[src/rtl/fe_fifo_read_arb_pkg.sv]
// Shared front-end FIFO defines plus the read-arbiter state and grant types.
// The optional statistics counters are enabled with FE_FIFO_ARB_STATS_EN.
`ifndef FE_FIFO_ENTRY_WIDTH
`define FE_FIFO_ENTRY_WIDTH 18
`endif
`ifndef FE_FIFO_CMD_START
`define FE_FIFO_CMD_START 16
`endif
`ifndef FE_FIFO_CMD_BIT_LEN
`define FE_FIFO_CMD_BIT_LEN 2
`endif

`define FE_ARB_S_IDLE  3'd0
`define FE_ARB_S_FETCH 3'd1
`define FE_ARB_S_LOAD  3'd2
`define FE_ARB_S_B0    3'd3
`define FE_ARB_S_B1    3'd4
`define FE_ARB_S_B2    3'd5

package fe_fifo_read_arb_pkg;

    typedef enum logic [2:0] {
        S_IDLE  = `FE_ARB_S_IDLE,
        S_FETCH = `FE_ARB_S_FETCH,
        S_LOAD  = `FE_ARB_S_LOAD,
        S_B0    = `FE_ARB_S_B0,
        S_B1    = `FE_ARB_S_B1,
        S_B2    = `FE_ARB_S_B2
    } arb_state_e;

    typedef enum logic {
        GNT_REG    = 1'b0,
        GNT_STREAM = 1'b1
    } grant_e;

endpackage

[src/rtl/fe_fifo_read_arb_if.sv]
// Bundle of FIFO read-side and USB requester signals around fe_fifo_read_arb.
interface fe_fifo_read_arb_if #(
    parameter int pENTRY_WIDTH = 18,
    parameter int pSTAT_WIDTH  = 16
);
    logic [pENTRY_WIDTH-1:0] I_fifo_dout;
    logic                    I_fifo_empty;
    logic                    I_fifo_flush;
    logic                    O_fifo_rd;
    logic                    I_reg_req;
    logic                    I_stream_req;
    logic [7:0]              O_data;
    logic                    O_reg_valid;
    logic                    O_stream_valid;
    logic                    O_busy;
    logic [pSTAT_WIDTH-1:0]  O_reg_entries;
    logic [pSTAT_WIDTH-1:0]  O_stream_entries;

    modport master (
        input  I_fifo_dout, I_fifo_empty, I_fifo_flush, I_reg_req, I_stream_req,
        output O_fifo_rd, O_data, O_reg_valid, O_stream_valid, O_busy,
               O_reg_entries, O_stream_entries
    );

    modport slave (
        output I_fifo_dout, I_fifo_empty, I_fifo_flush, I_reg_req, I_stream_req,
        input  O_fifo_rd, O_data, O_reg_valid, O_stream_valid, O_busy,
               O_reg_entries, O_stream_entries
    );
endinterface

[src/rtl/fe_fifo_read_arb_rr_arb2.sv]
// Two-way round-robin arbiter: grant is latched on lock and held for the entry.
module rr_arb2
    import fe_fifo_read_arb_pkg::*;
(
    input  logic   clk,
    input  logic   rst,
    input  logic   req_reg,
    input  logic   req_stream,
    input  logic   lock,
    input  logic   done,
    output grant_e gnt
);
    grant_e last_grant;
    grant_e eff_last;
    grant_e decision;

    // A back-to-back decision at entry completion must see the entry just finished.
    always_comb begin
        eff_last = done ? gnt : last_grant;
        decision = gnt;
        if (req_reg && !req_stream)
            decision = GNT_REG;
        else if (req_stream && !req_reg)
            decision = GNT_STREAM;
        else if (req_reg && req_stream)
            decision = (eff_last == GNT_STREAM) ? GNT_REG : GNT_STREAM;
    end

    always_ff @(posedge clk) begin
        if (rst) begin
            gnt        <= GNT_REG;
            last_grant <= GNT_STREAM;
        end else begin
            if (lock)
                gnt <= decision;
            if (done)
                last_grant <= gnt;
        end
    end
endmodule

[src/rtl/fe_fifo_read_arb.sv]
// Shares the capture FIFO read port between register and stream paths, three bytes per entry.
// Optional per-requester entry counters are built with FE_FIFO_ARB_STATS_EN.
module fe_fifo_read_arb
    import fe_fifo_read_arb_pkg::*;
#(
    parameter int pENTRY_WIDTH = `FE_FIFO_ENTRY_WIDTH,
    parameter int pSTAT_WIDTH  = 16
)(
    input logic                cwusb_clk,
    input logic                reset_i,
    fe_fifo_read_arb_if.master bus
);
    arb_state_e state;
    arb_state_e next_state;
    grant_e     gnt;
    logic       lock;
    logic       done;
    logic       accept;
    logic       can_start;
    logic       granted_req;
    logic [pENTRY_WIDTH-`FE_FIFO_CMD_BIT_LEN-1:0] hold;

    rr_arb2 u_rr_arb2 (
        .clk        (cwusb_clk),
        .rst        (reset_i),
        .req_reg    (bus.I_reg_req),
        .req_stream (bus.I_stream_req),
        .lock       (lock),
        .done       (done),
        .gnt        (gnt)
    );

    always_comb begin
        granted_req = (gnt == GNT_STREAM) ? bus.I_stream_req : bus.I_reg_req;
        accept      = (state inside {S_B0, S_B1, S_B2}) && granted_req;
        can_start   = (bus.I_reg_req || bus.I_stream_req) && !bus.I_fifo_empty && !bus.I_fifo_flush;
        next_state  = state;
        lock        = 1'b0;
        done        = 1'b0;
        case (state)
            S_IDLE:  if (can_start) begin
                         next_state = S_FETCH;
                         lock       = 1'b1;
                     end
            S_FETCH: next_state = S_LOAD;
            S_LOAD:  next_state = S_B0;
            S_B0:    if (accept) next_state = S_B1;
            S_B1:    if (accept) next_state = S_B2;
            S_B2:    if (accept) begin
                         done = 1'b1;
                         if (can_start) begin
                             next_state = S_FETCH;
                             lock       = 1'b1;
                         end else begin
                             next_state = S_IDLE;
                         end
                     end
            default: next_state = S_IDLE;
        endcase
        // Flush abandons whatever entry is in flight.
        if (bus.I_fifo_flush) begin
            next_state = S_IDLE;
            lock       = 1'b0;
        end
    end

    always_ff @(posedge cwusb_clk) begin
        if (reset_i)
            state <= S_IDLE;
        else
            state <= next_state;
    end

    // Outputs are registered from the next state so they line up with it.
    always_ff @(posedge cwusb_clk) begin
        if (reset_i) begin
            bus.O_fifo_rd      <= 1'b0;
            bus.O_data         <= 8'd0;
            bus.O_reg_valid    <= 1'b0;
            bus.O_stream_valid <= 1'b0;
            bus.O_busy         <= 1'b0;
            hold               <= '0;
        end else begin
            bus.O_fifo_rd      <= (next_state == S_FETCH);
            bus.O_busy         <= (next_state != S_IDLE);
            bus.O_reg_valid    <= (next_state inside {S_B0, S_B1, S_B2}) && (gnt == GNT_REG);
            bus.O_stream_valid <= (next_state inside {S_B0, S_B1, S_B2}) && (gnt == GNT_STREAM);
            if (state == S_LOAD && next_state == S_B0) begin
                hold       <= bus.I_fifo_dout[pENTRY_WIDTH-`FE_FIFO_CMD_BIT_LEN-1:0];
                bus.O_data <= {{(8-`FE_FIFO_CMD_BIT_LEN){1'b0}},
                               bus.I_fifo_dout[`FE_FIFO_CMD_START +: `FE_FIFO_CMD_BIT_LEN]};
            end else if (state == S_B0 && next_state == S_B1) begin
                bus.O_data <= hold[15:8];
            end else if (state == S_B1 && next_state == S_B2) begin
                bus.O_data <= hold[7:0];
            end
        end
    end

`ifdef FE_FIFO_ARB_STATS_EN
    logic [pSTAT_WIDTH-1:0] reg_cnt;
    logic [pSTAT_WIDTH-1:0] stream_cnt;

    always_ff @(posedge cwusb_clk) begin
        if (reset_i || bus.I_fifo_flush) begin
            reg_cnt    <= '0;
            stream_cnt <= '0;
        end else if (done) begin
            if (gnt == GNT_REG && reg_cnt != '1)
                reg_cnt <= reg_cnt + pSTAT_WIDTH'(1);
            if (gnt == GNT_STREAM && stream_cnt != '1)
                stream_cnt <= stream_cnt + pSTAT_WIDTH'(1);
        end
    end

    assign bus.O_reg_entries    = reg_cnt;
    assign bus.O_stream_entries = stream_cnt;
`else
    assign bus.O_reg_entries    = {pSTAT_WIDTH{1'b0}};
    assign bus.O_stream_entries = {pSTAT_WIDTH{1'b0}};
`endif
endmodule
[src/flat_wrapper.sv]
// flat-port wrapper written by rule: the top's interface ports become plain ports
module fe_fifo_read_arb_flat import fe_fifo_read_arb_pkg::*;
#(
    parameter int pENTRY_WIDTH = `FE_FIFO_ENTRY_WIDTH,
    parameter int pSTAT_WIDTH  = 16
)
  (cwusb_clk, reset_i, bus_I_fifo_dout, bus_I_fifo_empty, bus_I_fifo_flush, bus_I_reg_req, bus_I_stream_req, bus_O_fifo_rd, bus_O_data, bus_O_reg_valid, bus_O_stream_valid, bus_O_busy, bus_O_reg_entries, bus_O_stream_entries);
  fe_fifo_read_arb_if #(.pENTRY_WIDTH(pENTRY_WIDTH), .pSTAT_WIDTH(pSTAT_WIDTH)) bus_i ();
  input logic cwusb_clk;
  input logic reset_i;
  input wire logic [$bits(bus_i.I_fifo_dout)-1:0] bus_I_fifo_dout;
  input wire logic [$bits(bus_i.I_fifo_empty)-1:0] bus_I_fifo_empty;
  input wire logic [$bits(bus_i.I_fifo_flush)-1:0] bus_I_fifo_flush;
  input wire logic [$bits(bus_i.I_reg_req)-1:0] bus_I_reg_req;
  input wire logic [$bits(bus_i.I_stream_req)-1:0] bus_I_stream_req;
  output wire logic [$bits(bus_i.O_fifo_rd)-1:0] bus_O_fifo_rd;
  output wire logic [$bits(bus_i.O_data)-1:0] bus_O_data;
  output wire logic [$bits(bus_i.O_reg_valid)-1:0] bus_O_reg_valid;
  output wire logic [$bits(bus_i.O_stream_valid)-1:0] bus_O_stream_valid;
  output wire logic [$bits(bus_i.O_busy)-1:0] bus_O_busy;
  output wire logic [$bits(bus_i.O_reg_entries)-1:0] bus_O_reg_entries;
  output wire logic [$bits(bus_i.O_stream_entries)-1:0] bus_O_stream_entries;
  assign bus_i.I_fifo_dout = bus_I_fifo_dout;
  assign bus_i.I_fifo_empty = bus_I_fifo_empty;
  assign bus_i.I_fifo_flush = bus_I_fifo_flush;
  assign bus_i.I_reg_req = bus_I_reg_req;
  assign bus_i.I_stream_req = bus_I_stream_req;
  assign bus_O_fifo_rd = bus_i.O_fifo_rd;
  assign bus_O_data = bus_i.O_data;
  assign bus_O_reg_valid = bus_i.O_reg_valid;
  assign bus_O_stream_valid = bus_i.O_stream_valid;
  assign bus_O_busy = bus_i.O_busy;
  assign bus_O_reg_entries = bus_i.O_reg_entries;
  assign bus_O_stream_entries = bus_i.O_stream_entries;
  fe_fifo_read_arb #(.pENTRY_WIDTH(pENTRY_WIDTH), .pSTAT_WIDTH(pSTAT_WIDTH)) u_core (.cwusb_clk(cwusb_clk), .reset_i(reset_i), .bus(bus_i));
endmodule
[config.mk]
export PLATFORM = sky130hd
export DESIGN_NAME = fe_fifo_read_arb_flat
export DESIGN_NICKNAME = d
export VERILOG_FILES = /design/src/rtl/fe_fifo_read_arb_pkg.sv /design/src/rtl/fe_fifo_read_arb_if.sv /design/src/rtl/fe_fifo_read_arb_rr_arb2.sv /design/src/rtl/fe_fifo_read_arb.sv /design/src/flat_wrapper.sv
export SDC_FILE = /design/constraint.sdc
export NUM_CORES = 1
export LEC_CHECK = 0
export ABC_AREA = 0
export CAP_MARGIN = 20
export CORE_MARGIN = 2
export CORE_UTILIZATION = 39
export DETAILED_ROUTE_END_ITERATION = 10
export HOLD_SLACK_MARGIN = 0.12
export PLACE_DENSITY = 0.82
export SLEW_MARGIN = 15
export SYNTH_ARGS = -nofsm -noshare
export SYNTH_HDL_FRONTEND = slang
export SYNTH_HIERARCHICAL = 1
export SYNTH_SLANG_ARGS = --single-unit
export TNS_END_PERCENT = 20
[constraint.sdc]
create_clock -name cwusb_clk -period 1.6 [get_ports cwusb_clk]
set_input_delay 0.4 -clock cwusb_clk [delete_from_list [all_inputs] [get_ports cwusb_clk]]
set_output_delay 0.4 -clock cwusb_clk [all_outputs]
set_load 0.01 [all_outputs]
==> run metrics <==
status finished, final reports clean; global route total overflow 0; CTS tree yes; largest net degree at the start of global routing 19; Die ar. 0.00484 mm²; final-stage net count 276; # diodes 0; first-pass GRT wire length 5.93 mm; remaining antenna violation count 0; CTS Buf Count 5; Sink Count 33; max-cap violations 0; CP arrival 1770 ps; worst skew pair latency 290 ps; register area share after synthesis 39.4%; asr flop ratio synth 0%; most frequent cells in the layout 42 x nand2_1, 32 x conb_1, 31 x dfxtp_1; leakage 0.914 nW; core area 0.00406 mm²; area delta synth->final 31.1%; crit end category flip-flop; Final WS setup 0.192 ps; final setup violating endpoints 0; GRT busiest layer met2; DP Wirelength 2.65 mm; DR vias/cell 4.80; most common cell after layout, fill and taps aside nand2_1; met1 global-route usage 16.9%; minimum clock period 1600 ps; vias in the first global route 1314; Netlist cell types 40; YS warnings 6; layout cells sized above 1 15.8%; period utilization 100%; HP Class reg2reg; I/O pin cnt 68; largest family of logic cells by synthesized area simple AND/OR/NAND/NOR gates; Die Wd 69.5 µm; adder-cell area share of the yosys netlist 0%; cell count after synthesis 201; Post-Synth Simple-Gate Area 20.0%; vias post-DR 1454; Worst VDD drop 0.478 mV; WHS 454 ps; number of I/O port buffers 35; Fin. Hold Viols 0; initial antenna violation count 0; CP max FO 4; GPL Wtd Cong 0.842; Seq cells post-synth 33; htree depth 2; placed cell count 295; Worst-path clk slew 70 ps; postcts setup bufs 0; Initial DRC Count 53; DIE HEIGHT 69.5 µm; post-place setup slack -402 ps; All-Layer GR Usage 15.3%; Synth Area per Inst 8.34 µm²; xor/xnor share of the synthesized area 0%; Top FF cell, synth dfxtp_1; CTS Root Cell clkbuf_8; Synth Area in Compound Gates 19.5%; Non-Filler Instances 303; kind of critical path in2reg; PwrDens 830 mW/mm²; GR Util met3 4.94%; Final Slew Violations 0; FP Rows 23; EDFF count, synth 0; final wirelength 3.67 mm; post-synthesis mux area share 1.72%; Max Fclk 625 MHz; Sum Neg Setup Slack 0 ps; Max Root-Sink Buffers 2; Finished Core Util 54.1%; First-pass DRT Iterations 4; Required @ worst endpoint 1770 ps; GRT met2 Usage 25.7%; DRC 0; RSZ-0062 raised after global routing yes; clk_skew 2.83 ps; crit start category input pin; routed len/inst 12.1 µm; mapped cell area 0.00168 mm²; Starting Density 41.3%
-- through the flow --
step / total power [mW] / cell area, µm²
2_1_floorplan: 0.993 / 1790
3_3_place_gp: 1.03 / 2060
3_5_place_dp: 1.03 / 2060
4_1_cts: 1.83 / 2180
5_1_grt: 1.89 / 2200
6_report: 1.82 / 2200
-- state kept, by name, summed over array words and instances, names as in the netlist --
name                         count
u_core/u_rr_arb2/gnt             1
u_core/bus.O_fifo_rd             1
u_core/bus.O_stream_valid        1
u_core/state                     3
u_core/bus.O_busy                1
u_core/hold                     16
u_core/u_rr_arb2/last_grant      1
u_core/bus.O_data                8
u_core/bus.O_reg_valid           1
-- layout make-up --
cell class / instances / area, µm²
clock buffer: 7 / 86.3
clock inverter: 1 / 30.0
fill: 355 / 1860
inverter: 2 / 7.51
multi-input combinational: 154 / 821
sequential: 33 / 663
tap: 50 / 62.6
timing repair buffer: 56 / 526
-- cells in the mapped netlist, types with 2 or more instances --
library cell,count,area (µm²)
nor2b_1,2,12.5
buf_4,33,248
buf_6,3,33.8
nand3_1,3,15.0
o21bai_1,2,15.0
a211o_1,2,17.5
a21oi_1,28,140
clkbuf_1,2,7.51
and3_1,4,25.0
nor3_1,2,10.0
a22oi_1,8,60.1
nor2_1,6,22.5
dfxtp_1,33,661
nand2_1,42,158
buf_2,4,20.0
a22o_1,2,17.5
nor4_1,2,12.5
-- cells by family (layout without fill, tap and decap cells) --
family	after synthesis	after routing
buf+inv	45	66
mux	2	2
flops	33	33
other cells	1	32
compound gates	51	51
simple gates	69	69
-- power breakdown --
part           internal [mW]  switching [mW]  total [mW]
combinational         0.0874          0.0952       0.183
clock                  0.507           0.300       0.807
sequential             0.827         0.00515       0.832
-- per-layer routing --
metal	part of all wire, %	wire (µm)	vias up
met5	0	0	-
met4	3.1	114	0
met3	8.0	292	12
li1	-	-	725
met2	50	1840	70
met1	39	1420	647
-- critical path, cell delays in order --
cell             delay (ps)
clkdlybuf4s50_1         510
nor3_2                  240
nor3b_2                 230
nand2_1                  90
a2bb2oi_1               200
o22ai_1                 100
-- repair_timing --
item / CTS / global route
endpoints found under the setup margin: 3 / 13
gates resized for setup: 4 / 5
hold endpoints to repair: 0 / 0
pin swaps: 0 / 0
hold buffers: 0 / 0
-- path summary, 6_finish.rpt --
| kind | endpoint | slack (ps) | cells after the start | start |
|---|---|---|---|---|
| setup / recovery | u_core/u_rr_arb2/gnt$_SDFFE_PP0P_ | 0.2 | 6 | bus_I_fifo_flush |
| hold / removal | u_core/bus.O_data[7]$_SDFFE_PP0P_ | 450 | 2 | u_core/bus.O_data[7]$_SDFFE_PP0P_ |
| setup reg to reg | u_core/u_rr_arb2/gnt$_SDFFE_PP0P_ | 40 | 7 | u_core/u_rr_arb2/gnt$_SDFFE_PP0P_ |
| hold reg to reg | u_core/bus.O_data[7]$_SDFFE_PP0P_ | 450 | 2 | u_core/bus.O_data[7]$_SDFFE_PP0P_ |
(Power assumes the default switching activity.)
